--- src/rtl/branch_tag_scheduler.sv ---
// Branch checkpoint tag scheduler.
// Hands out checkpoint tags to the branches of each 4-wide dispatch group,
// owns {rob_idx, pos} per in-flight branch, frees tags on commit and
// sequences mispredict recovery as a one-cycle flush followed by a drain stall.
//
//   state | meaning
//   IDLE  | normal dispatch; mispredict requests are looked up and accepted
//   FLUSH | flush pulse out; squash of the mispredicted and younger entries
//   DRAIN | dispatch stalled for DRAIN_CYCLES cycles, then back to IDLE
module branch_tag_scheduler #(
    parameter int NUM_TAGS     = 4,
    parameter int TAG_W        = 2,
    parameter int IDX_W        = 6,
    parameter int POS_W        = 6,
    parameter int DRAIN_CYCLES = 3
) (
    input  logic                 clk_i,
    input  logic                 rst_i,
    input  logic                 grp_vld_i,
    input  logic [3:0]           grp_br_i,
    input  logic [IDX_W-1:0]     nxt_indx_i,
    input  logic [POS_W-1:0]     curr_pos_i,
    input  logic [3:0]           pr_need_inst_i,
    output logic                 grp_ack_o,
    output logic [4*TAG_W-1:0]   slot_tag_o,
    input  logic                 cmt_brch_i,
    input  logic [IDX_W-1:0]     cmt_brch_indx_i,
    input  logic [IDX_W-1:0]     rob_head_i,
    input  logic                 mis_pred_i,
    input  logic [IDX_W-1:0]     brch_mis_indx_i,
    output logic                 mis_ack_o,
    output logic                 mis_err_o,
    output logic                 flush_o,
    output logic [POS_W-1:0]     flush_pos_o,
    output logic [TAG_W-1:0]     flush_tag_o,
    output logic [TAG_W:0]       free_cnt_o
);

    localparam logic [1:0] ST_IDLE  = 2'd0;
    localparam logic [1:0] ST_FLUSH = 2'd1;
    localparam logic [1:0] ST_DRAIN = 2'd2;

    localparam int CNT_W = (DRAIN_CYCLES > 1) ? $clog2(DRAIN_CYCLES) : 1;
    localparam int CMP_W = TAG_W + 3;
    localparam logic [TAG_W:0] FREE_ALL  = (TAG_W+1)'(NUM_TAGS);
    localparam logic [TAG_W:0] FREE_ONE  = (TAG_W+1)'(1);
    localparam logic [CNT_W-1:0] DRAIN_LD = CNT_W'(DRAIN_CYCLES - 1);

    logic [NUM_TAGS-1:0] vld_q, vld_d;
    logic [IDX_W-1:0]    idx_q [NUM_TAGS];
    logic [IDX_W-1:0]    idx_d [NUM_TAGS];
    logic [POS_W-1:0]    pos_q [NUM_TAGS];
    logic [POS_W-1:0]    pos_d [NUM_TAGS];
    logic [1:0]          state_q, state_d;
    logic [CNT_W-1:0]    drain_q, drain_d;
    logic [TAG_W-1:0]    mis_tag_q, mis_tag_d;
    logic [POS_W-1:0]    mis_pos_q, mis_pos_d;
    logic [TAG_W:0]      free_cnt_q, free_cnt_d;

    logic [IDX_W-1:0]    slot_idx [4];
    logic [POS_W-1:0]    slot_pos [4];
    logic [TAG_W-1:0]    slot_tag [4];
    logic [CMP_W-1:0]    br_cnt;
    logic                is_idle;
    logic                grp_ack;
    logic                mis_hit;
    logic [TAG_W-1:0]    mis_hit_tag;
    logic [NUM_TAGS-1:0] squash;

    assign is_idle = (state_q == ST_IDLE);

    // Per-slot ROB index and rename pointer position derived from slot 0.
    always_comb begin : slot_calc
        logic [POS_W-1:0] acc;
        acc = curr_pos_i;
        for (int k = 0; k < 4; k++) begin
            slot_idx[k] = nxt_indx_i + IDX_W'(k);
            slot_pos[k] = acc;
            acc         = acc + POS_W'(pr_need_inst_i[k]);
        end
    end

    // Branch count of the group and the all-or-nothing accept decision.
    always_comb begin
        br_cnt = '0;
        for (int k = 0; k < 4; k++) begin
            br_cnt = br_cnt + CMP_W'(grp_br_i[k]);
        end
        grp_ack = grp_vld_i & is_idle & ~mis_pred_i & (br_cnt <= CMP_W'(free_cnt_q));
    end

    // Branch slots take the lowest free tags in ascending slot order.
    always_comb begin : tag_pick
        logic [NUM_TAGS-1:0] taken;
        logic                found;
        taken = vld_q;
        for (int k = 0; k < 4; k++) begin
            slot_tag[k] = '0;
            found       = 1'b0;
            if (grp_br_i[k]) begin
                for (int t = 0; t < NUM_TAGS; t++) begin
                    if (!found && !taken[t]) begin
                        slot_tag[k] = TAG_W'(t);
                        taken[t]    = 1'b1;
                        found       = 1'b1;
                    end
                end
            end
        end
    end

    // Mispredict lookup; on duplicate indices the lowest tag wins.
    always_comb begin
        mis_hit     = 1'b0;
        mis_hit_tag = '0;
        for (int t = NUM_TAGS - 1; t >= 0; t--) begin
            if (vld_q[t] && (idx_q[t] == brch_mis_indx_i)) begin
                mis_hit     = 1'b1;
                mis_hit_tag = TAG_W'(t);
            end
        end
    end

    // Entries killed by the flush: the mispredicted one plus anything younger.
    always_comb begin : squash_calc
        logic [IDX_W-1:0] dist_m;
        logic [IDX_W-1:0] dist_e;
        dist_m = idx_q[mis_tag_q] - rob_head_i;
        for (int t = 0; t < NUM_TAGS; t++) begin
            dist_e    = idx_q[t] - rob_head_i;
            squash[t] = (TAG_W'(t) == mis_tag_q) || (dist_e > dist_m);
        end
    end

    // Next-state: commit, allocation, FSM sequencing and free count.
    always_comb begin
        vld_d     = vld_q;
        idx_d     = idx_q;
        pos_d     = pos_q;
        state_d   = state_q;
        drain_d   = drain_q;
        mis_tag_d = mis_tag_q;
        mis_pos_d = mis_pos_q;

        if (cmt_brch_i) begin
            for (int t = 0; t < NUM_TAGS; t++) begin
                if (vld_q[t] && (idx_q[t] == cmt_brch_indx_i)) begin
                    vld_d[t] = 1'b0;
                end
            end
        end

        if (grp_ack) begin
            for (int k = 0; k < 4; k++) begin
                if (grp_br_i[k]) begin
                    vld_d[slot_tag[k]] = 1'b1;
                    idx_d[slot_tag[k]] = slot_idx[k];
                    pos_d[slot_tag[k]] = slot_pos[k];
                end
            end
        end

        case (state_q)
            ST_IDLE: begin
                if (mis_pred_i && mis_hit) begin
                    mis_tag_d = mis_hit_tag;
                    mis_pos_d = pos_q[mis_hit_tag];
                    state_d   = ST_FLUSH;
                end
            end
            ST_FLUSH: begin
                vld_d   = vld_d & ~squash;
                drain_d = DRAIN_LD;
                state_d = ST_DRAIN;
            end
            ST_DRAIN: begin
                if (drain_q == '0) begin
                    state_d = ST_IDLE;
                end else begin
                    drain_d = drain_q - CNT_W'(1);
                end
            end
            default: state_d = ST_IDLE;
        endcase

        free_cnt_d = FREE_ALL;
        for (int t = 0; t < NUM_TAGS; t++) begin
            if (vld_d[t]) begin
                free_cnt_d = free_cnt_d - FREE_ONE;
            end
        end
    end

    // State and table registers.
    always_ff @(posedge clk_i or posedge rst_i) begin
        if (rst_i) begin
            vld_q <= '0;
            for (int t = 0; t < NUM_TAGS; t++) begin
                idx_q[t] <= '0;
                pos_q[t] <= '0;
            end
            state_q    <= ST_IDLE;
            drain_q    <= '0;
            mis_tag_q  <= '0;
            mis_pos_q  <= '0;
            free_cnt_q <= FREE_ALL;
        end else begin
            vld_q      <= vld_d;
            idx_q      <= idx_d;
            pos_q      <= pos_d;
            state_q    <= state_d;
            drain_q    <= drain_d;
            mis_tag_q  <= mis_tag_d;
            mis_pos_q  <= mis_pos_d;
            free_cnt_q <= free_cnt_d;
        end
    end

    // Output drive; slot tags and flush payload are zero when not valid.
    always_comb begin
        grp_ack_o  = grp_ack;
        slot_tag_o = '0;
        for (int k = 0; k < 4; k++) begin
            if (grp_ack && grp_br_i[k]) begin
                slot_tag_o[k*TAG_W +: TAG_W] = slot_tag[k];
            end
        end
        mis_ack_o   = is_idle & mis_pred_i;
        mis_err_o   = is_idle & mis_pred_i & ~mis_hit;
        flush_o     = (state_q == ST_FLUSH);
        flush_pos_o = flush_o ? mis_pos_q : '0;
        flush_tag_o = flush_o ? mis_tag_q : '0;
        free_cnt_o  = free_cnt_q;
    end

endmodule

--- config.mk ---
export PLATFORM = sky130hd
export DESIGN_NAME = branch_tag_scheduler
export DESIGN_NICKNAME = d
export VERILOG_FILES = /design/src/rtl/branch_tag_scheduler.sv
export SDC_FILE = /design/constraint.sdc
export NUM_CORES = 1
export LEC_CHECK = 0
export CORE_AREA = 2 2 120 180
export CTS_CLUSTER_SIZE = 20
export DETAILED_ROUTE_END_ITERATION = 7
export DIE_AREA = 0 0 122 182
export GPL_ROUTABILITY_DRIVEN = 0
export SYNTH_ARGS = -nofsm -noshare
export SYNTH_HDL_FRONTEND = slang
export SYNTH_SLANG_ARGS = --single-unit
--- constraint.sdc ---
create_clock -name clk_i -period 11.4 [get_ports clk_i]
set_input_delay 2.28 -clock clk_i [delete_from_list [all_inputs] [get_ports clk_i]]
set_output_delay 2.28 -clock clk_i [all_outputs]
set_load 0.05 [all_outputs]
Word level (Yosys, flattened, before mapping) --
Index checks and enable logic that the tools add are counted. Widths: inputs -> output; s select.
Word-level totals: register bits after elaboration 67, logic and storage cells 291
Cells by class: $add $sub $neg 18, order comparisons 23, equal/unequal tests 16, multiplexer cells 133, bitwise logic cells 19, reductions and logical operators 68
Operator list (number):
- $mux 24 | 14
- $bwmux 24 | 8
- $mux 6 | 9
- $mux 4 | 13
- $mux 1 | 49
- $demux 6 s2 | 4
- $eq 6x6->1 | 8
- $mux 2 | 24
- $logic_and 1x1->1 | 33
- $sub 6x6->6 | 5
- $bmux 6 s2 | 2
- $gt 6x6->1 | 4
- $logic_not 1->1 | 24
- $add 6x1->6 | 3
- $ge 3x3->1 const B | 6
- $not 2->3 | 6
- $or 4x4->4 | 4
- $add 6x2->6 const B | 2
- $lt 2x3->1 const B | 4
- $lt 3x1->1 const B | 4
- $mux 3 | 4
- $sub 3x1->3 const B | 3
- $demux 1 s2 | 4
- $ge 2x1->1 const B | 4
- other kinds (22) | 36

Depth between registers and ports, before layout --
Gate-level depths: netlist (run 1).
depth after elaboration 72, depth in mapped cells 20

Worst setup path after synthesis (run 1) --
Ideal clock, no wire load.
path kind input to output, from in grp_br_i[0], to out slot_tag_o[5], data arrival time 6.176 ns, data required time 9.120 ns, path slack 2.944 ns, stages on the path 12, buffers on the path 1, cell sequence fa_1 -> ha_1 -> ha_1 -> ha_1 -> nor2b_1 -> o21ai_0 -> a32oi_1 -> or2_2 -> inv_1 -> clkbuf_1 -> nand2_1 -> a211oi_1
RTL lines:
- from (decl) | line 20 | input logic [3:0] grp_br_i,
- $add 1x1->2 | line 87 | br_cnt = br_cnt + CMP_W'(grp_br_i[k]);
- $add 2x1->3 | line 87
- $add 3x1->4 | line 87
- $le 4x3->1 | line 89 | grp_ack = grp_vld_i & is_idle & ~mis_pred_i & (br_cnt <= CMP_W'(free_cnt_q));
- $and 1x1->1 | line 89
- net grp_ack_o | line 24 | output logic grp_ack_o,
- $logic_and 1x1->1 | line 224 | if (grp_ack && grp_br_i[k]) begin
- $mux 2 | line 224
- to (decl) | line 25 | output logic [4*TAG_W-1:0] slot_tag_o,
The timed path passes the listed nets, and every way through them passes these cells. The select of a mux whose other input is x is not followed.

Worst setup path in the final report (run 1) --
from in grp_br_i[1], to out slot_tag_o[5]
Between the ends: longest elaborated chain between the ends 16
RTL lines (line):
- parallel branches: the longest is 15 deep, another holds $add 3x1->4
- $mux 2 (*) | 224
Mark *: on every way between the ends. The select of a mux whose other input is x is not followed.

==> metrics, run 1 <==
fin util 45.0%; setup slack, reg-to-reg 6.22 ns; DP Worst Slack 2.10 ns; clk sinks 67; initial drt markers 613; post-DR wirelength/cell 20.7 um; gr usage total 25.9%; CTS tree built; Highest Clock Rate 107 MHz; Die Span Y 182 um; Fill cells 2,109; postcts setup bufs 0; post-synth cell types 87; Syn Nets 1,205; register area share after synthesis 20.1%; critical path capture point type output port; nets@finish 1,215; core box area 20,700 um2; vias in the first global route 7,988; initial antenna violation count 0; number of diodes 0; Critical path origin grp_br_i[1]; Die Span X 122 um; setup slack after layout 2.08 ns; Setup crit end slot_tag_o[5]; post-synthesis area per instance 7.60 um2; worst skew pair latency 0.35 ns; CTS root buf clkbuf_16; flops & latches, synth 67; CP required 9.12 ns; Final Hold Fails 0; Routed WL 28,600 um; Finished Cell Area 9340 um2; Total Neg Setup Slack 0 ns; CP arrival 7.04 ns; status finished clean; Antenna Nets Post-Route 0; non-filler cells, final 1,379; worst r2r dst free_cnt_o[2]; die area 22,200 um2; Layout Area Growth over Synthesis 12.0%; hpwl dp 20,900 um; maximum clock path buffer count 2; Initial Util 40.2%; DRC violations left 0; max cap viols 0; reg2reg start mis_tag_q[1]; I/O Pins 66; maximum VDD drop 0.0787 mV; cell area after synthesis 8340 um2; Port-buffer cells 64; YS warnings 0; CTS Hold Bufs 0; share of layout cells above drive strength 1 6.75%; Async S/R FF share, synth 100%; # setup viols final 0; H-tree levels 3; Mapped Cells 1,097; worst slew pin tran 1.16 ns; most frequent cells in the layout 156 x nand2_1, 91 x o21ai_0, 73 x nor2_1, 72 x a21oi_1, 66 x dfrtp_1; Num CTS Buffers 9; vias per inst 5.97; total grt overflow 0; number of enable flip-flop cells after synthesis 0; wire length of the first global-routing pass 44,100 um; DP Area 9080 um2; Main synth FF type dfrtp_1; PwrDens 278 nW/um2; CP max FO 24; post-route clock skew 0.00900 ns; highest metal used met4; drt pass-1 iters 7; Tcrit/Tclk final 81.8%; Hold Crit Start mis_pos_q[1]; critical path class in -> out; CTS resizes 0; vias 8,234; fin. max-slew vios 0; Hold Crit Class reg -> reg; Static Leak 0.00391 uW; RSZ-0062 raised after global routing false; crit start category input pin; M1 WL 10,700 um; Clock transition at path regs 0.06 ns; metal3 WL 1400 um; placed cells 1,364; FP Rows 65; worst r2r path cells 17; relative slew slack 22.2%; min Tclk post-route 9.32 ns; wire length on met2 14,400 um; most common library cell in the layout ignoring fill and taps nand2_1; largest net degree at the start of global routing 88
==> through the flow <==
stage	hold WS, ns	total power, uW
after floorplan	0.442	1850
after global placement	0.466	2290
after detailed placement	0.472	2330
after CTS	0.485	2590
after global routing	0.518	2830
final	0.477	2600
==> worst min-delay path by stage <==
| stage | end | slack [ns] | depth (start not counted) |
|---|---|---|---|
| floorplan | mis_pos_q[1] | 0.44 | 2 |
| global placement | mis_pos_q[1] | 0.47 | 2 |
| detailed placement | mis_pos_q[1] | 0.47 | 2 |
| CTS | mis_pos_q[1] | 0.48 | 2 |
| global route | mis_pos_q[1] | 0.52 | 2 |
| finish | mis_pos_q[1] | 0.48 | 2 |
==> sequential cells by signal, summed over array words and instances, names as in the netlist <==
| name | count |
|---|---|
| drain_q | 2 |
| pos_q | 24 |
| mis_tag_q | 2 |
| idx_q | 24 |
| vld_q | 4 |
| free_cnt_o | 3 |
| state_q | 2 |
| mis_pos_q | 6 |
==> cell type report <==
class	instances	area [um2]	share of cell area (%)
Clock buffer	10	229	2.45
Timing Repair Buffer	84	791	8.47
Multi-Input combinational cell	902	6110	65.5
Sequential cell	67	1680	18.0
Tap cell	268	335	3.59
Clock inverter	5	31.3	0.335
Inverter	43	161	1.73
==> cell families (layout without fill, tap and decap cells) <==
logic type | count (synthesis) | count (layout) | synth area share, %
DFF | 67 | 67 | 20.1
and+or+nand+nor | 356 | 356 | 19.8
muxes | 45 | 45 | 6.51
AOI/OAI and AO/OA | 338 | 338 | 26.2
buffers and inverters | 128 | 142 | 6.56
xor gates and xnor gates | 93 | 93 | 9.95
adders and majority gates | 70 | 70 | 10.9
==> synth_stat cells (5+ instances only) <==
master    number  area [um2]
buf_2         20         100
mux2_2        10         113
xor2_1        44         385
a21o_1         7        52.6
mux2i_1       25         250
a311oi_1       5        43.8
o21ai_0       92         460
buf_1          6        22.5
mux4_2         6         135
clkbuf_1      50         188
nor3_1         9        45.0
o31ai_1        7        52.6
nand3_1       22         110
o221ai_1       5        43.8
o21ai_1       33         165
or2_2          5        31.3
a221oi_1       5        43.8
and2_1        16         100
dfrtp_1       66        1650
nor2_1        73         274
nand4_1       11        68.8
xnor2_1       47         412
inv_1         42         158
or3_1          6        37.5
nand2b_1       7        43.8
a31oi_1        8        50.1
o211ai_1       9        67.6
nor2b_1       19         119
fa_1           6         120
ha_1          59         738
o21a_1         6        45.0
nor4_1         7        43.8
nand2_1      156         586
a211oi_1      16         120
buf_4          6        45.0
a21oi_1       72         360
o22ai_1       12        75.1
and3_1        10        62.6
o22a_1         6        52.6
==> critical path, stage by stage <==
cell and delay, ns:
clkdlybuf4s50_1 1.04, fa_1 0.55, ha_1 0.19, ha_1 0.28
ha_1 0.29, nor2b_1 0.13, o21ai_0 0.15, a32oi_1 0.09
or2_2 0.45, inv_1 0.35, nand2_1 0.12, a211oi_1 0.26
clkdlybuf4s50_1 0.84
==> metal layers <==
layer,track usage [%],up-vias
met1,29.1,3830
met4,16.7,0
met2,45.7,339
li1,-,3956
met5,0,-
met3,2.80,109
==> power by group <==
part	leakage [uW]	internal [uW]	switching (uW)
logic	0.00294	769	1070
clock network	0.000128	145	115
registers	0.000841	339	161
total	0.00391	1250	1340
Power figures use the tool's default switching activity.
==> inputs of run 2 (changes only) <==
clock period = 9.2 ns   (was 11.4 ns; I/O delays follow)
==> run 2 against run 1 <==
Sequential cell count stayed put; global-route usage is 0.32 points lower; wire length is 0.86% lower; clock skew is 0.00063 ns lower; largest power group unchanged.
==> metrics, run 2 (synthesis results as in run 1) <==
Critical-path top delay cell clkdlybuf4s50_1 (unchanged); initial antenna violation count 0 (unchanged); min Tclk post-route 7.51 ns; Static Leak 0.00391 uW (about the same); Antenna Nets Post-Route 0 (unchanged); crit-path cells clkdlybuf4s50_1 > buf_4 > fa_1 > ha_1 > ha_1 > ha_1 > nor2b_1 > o21ai_0 > a32oi_1 > or2_2 > nor3_1 > clkdlybuf4s50_1 (was clkdlybuf4s50_1 > fa_1 > ha_1 > ha_1 > ha_1 > nor2b_1 > o21ai_0 > a32oi_1 > or2_2 > inv_1 > nand2_1 > a211oi_1 > clkdlybuf4s50_1); Worst path max stage delay 0.84 ns (was 1.04 ns); fin. max-slew vios 0 (unchanged); core box area 20,700 um2 (unchanged); crit start category input pin (unchanged); status finished clean (unchanged); Routed WL 28,300 um (was 28,600 um); FP Rows 65 (unchanged); maximum VDD drop 0.115 mV (was 0.0787 mV); die area 22,200 um2 (unchanged); reg2reg start mis_tag_q[1] (unchanged); Initial Util 40.2% (unchanged); CTS resizes 0 (unchanged); largest net degree at the start of global routing 97 (was 88); Num CTS Buffers 9 (unchanged); worst skew pair latency 0.34 ns (was 0.35 ns); PwrDens 346 nW/um2 (was 278 nW/um2); Seq pwr share 20.1% (was 19.3%); most frequent cells in the layout 156 x nand2_1, 91 x o21ai_0, 73 x nor2_1, 72 x a21oi_1, 66 x dfrtp_1 (unchanged); CTS root buf clkbuf_16 (unchanged); Clock transition at path regs 0.06 ns (about the same); clk sinks 67 (unchanged); Layout Area Growth over Synthesis 11.8% (was 12.0%); Port-buffer cells 64 (unchanged); CTS tree built (unchanged); switching share of power 51.4% (was 51.7%); post-route clock skew 0.00837 ns (was 0.00900 ns); maximum clock path buffer count 2 (unchanged); post-DR wirelength/cell 20.6 um (was 20.7 um); CP arrival 5.67 ns (was 7.04 ns); Tcrit/Tclk final 81.7%; Pint 1570 uW (was 1250 uW); Worst Hold Slack 0.475 ns (was 0.477 ns); Die Span X 122 um (unchanged); Final Hold Fails 0 (unchanged); Critical Path Most Common Cell ha_1 (unchanged); Die Span Y 182 um (unchanged); CP required 7.36 ns (was 9.12 ns); power share of the combinational group 69.0% (was 70.7%); clock power share 10.9% (was 10.0%); most common library cell in the layout ignoring fill and taps nand2_1 (unchanged); share of layout cells above drive strength 1 6.87% (was 6.75%); critical path class in -> out (unchanged); drt pass-1 iters 5 (was 7); H-tree levels 3 (unchanged); P_sw 1660 uW (was 1340 uW); worst slew pin tran 1.22 ns (was 1.16 ns); # setup viols final 0 (unchanged); max cap viols 0 (unchanged); CTS Hold Bufs 0 (unchanged); biggest regs idx_q x24, pos_q x24, mis_pos_q x6 (unchanged); I/O Pins 66 (unchanged); vias in the first global route 8,054 (was 7,988); relative slew slack 18.4% (was 22.2%); Hold Crit Start mis_pos_q[1] (unchanged); postcts setup bufs 0 (unchanged); Total Neg Setup Slack 0 ns (unchanged); wire length of the first global-routing pass 43,800 um (was 44,100 um); Hold Crit Class reg -> reg (unchanged); CP max FO 30 (was 24); DRC violations left 0 (unchanged); number of diodes 0 (unchanged); total grt overflow 0 (unchanged); Highest Clock Rate 133 MHz; gr usage total 25.6% (was 25.9%); critical path capture point type output port (unchanged); nets@finish 1,210 (was 1,215); vias 8,175 (was 8,234); initial drt markers 577 (was 613); Critical path origin grp_br_i[0] (was grp_br_i[1]); hpwl dp 20,500 um (was 20,900 um); RSZ-0062 raised after global routing false (unchanged); vias per inst 5.95 (was 5.97)
-- run 2: changes by cell type in the layout (fill, tap and decap cells not counted), sizes merged --
cell           change
bufinv             +1
clkinvlp           +1
buf                -1
clkbuf             -1
clkdlybuf4s50      -4
-- run 2: stage by stage --
| stage | cells | instance area, um2 | worst slack [ns] | util, % | total power, uW |
|---|---|---|---|---|---|
| after global routing | 1375 | 9330 | 1.48 | 45.0 | 3520 |
| final | 1375 | 9330 | 1.69 | 45.0 | 3230 |
| after floorplan | 1097 | 8340 | 1.62 | - | 2290 |
| after detailed placement | 1359 | 9030 | 1.70 | 43.5 | 2860 |
| after CTS | 1375 | 9330 | 1.70 | 45.0 | 3220 |
| after global placement | 1359 | 9030 | 1.73 | 43.5 | 2820 |
-- run 2: worst paths after layout --
| kind | end | slack, ns | cells past startpoint |
|---|---|---|---|
| max in group asynchronous | idx_q[0] | 6.47 | 3 |
| min | mis_pos_q[1] | 0.47 | 2 |
| max | slot_tag_o[3] | 1.69 | 12 |
| min reg2reg | mis_pos_q[1] | 0.47 | 2 |
| min in group asynchronous | pos_q[13] | 2.11 | 3 |
| max reg2reg | free_cnt_o[2] | 3.96 | 17 |
-- run 2: critical path, delay by kind of cell --
family	cells	cell delay, ns
buffers and inverters	3	1.60
adders and majority gates	4	1.21
and+or+nand+nor	3	0.76
AOI/OAI and AO/OA	2	0.25
-- run 2: metal layers --
| layer | wire length [um] | global-route usage [%] |
|---|---|---|
| met1 | 10800 | 28.7 |
| met2 | 13900 | 44.5 |
| met3 | 1500 | 3.14 |
| met4 | 2100 | 17.6 |
| met5 | 0 | 0 |
-- run 2: final cells by class --
class,instances,area [um2]
repair buffers,79,743
clock inverters,7,68.8
clock buffers,9,225
multi-input cells,902,6110
well taps,268,335
flip-flops and latches,67,1680
fillers,2129,11400
inverters,43,161
-- run 2: power by group through the flow --
| stage | registers [uW] | clock network, uW | logic (uW) |
|---|---|---|---|
| floorplan | 543 | 0 | 1750 |
| global placement | 649 | 0 | 2170 |
| detailed placement | 651 | 0 | 2210 |
| CTS | 645 | 356 | 2220 |
| global route | 665 | 367 | 2490 |
| finish | 649 | 352 | 2230 |
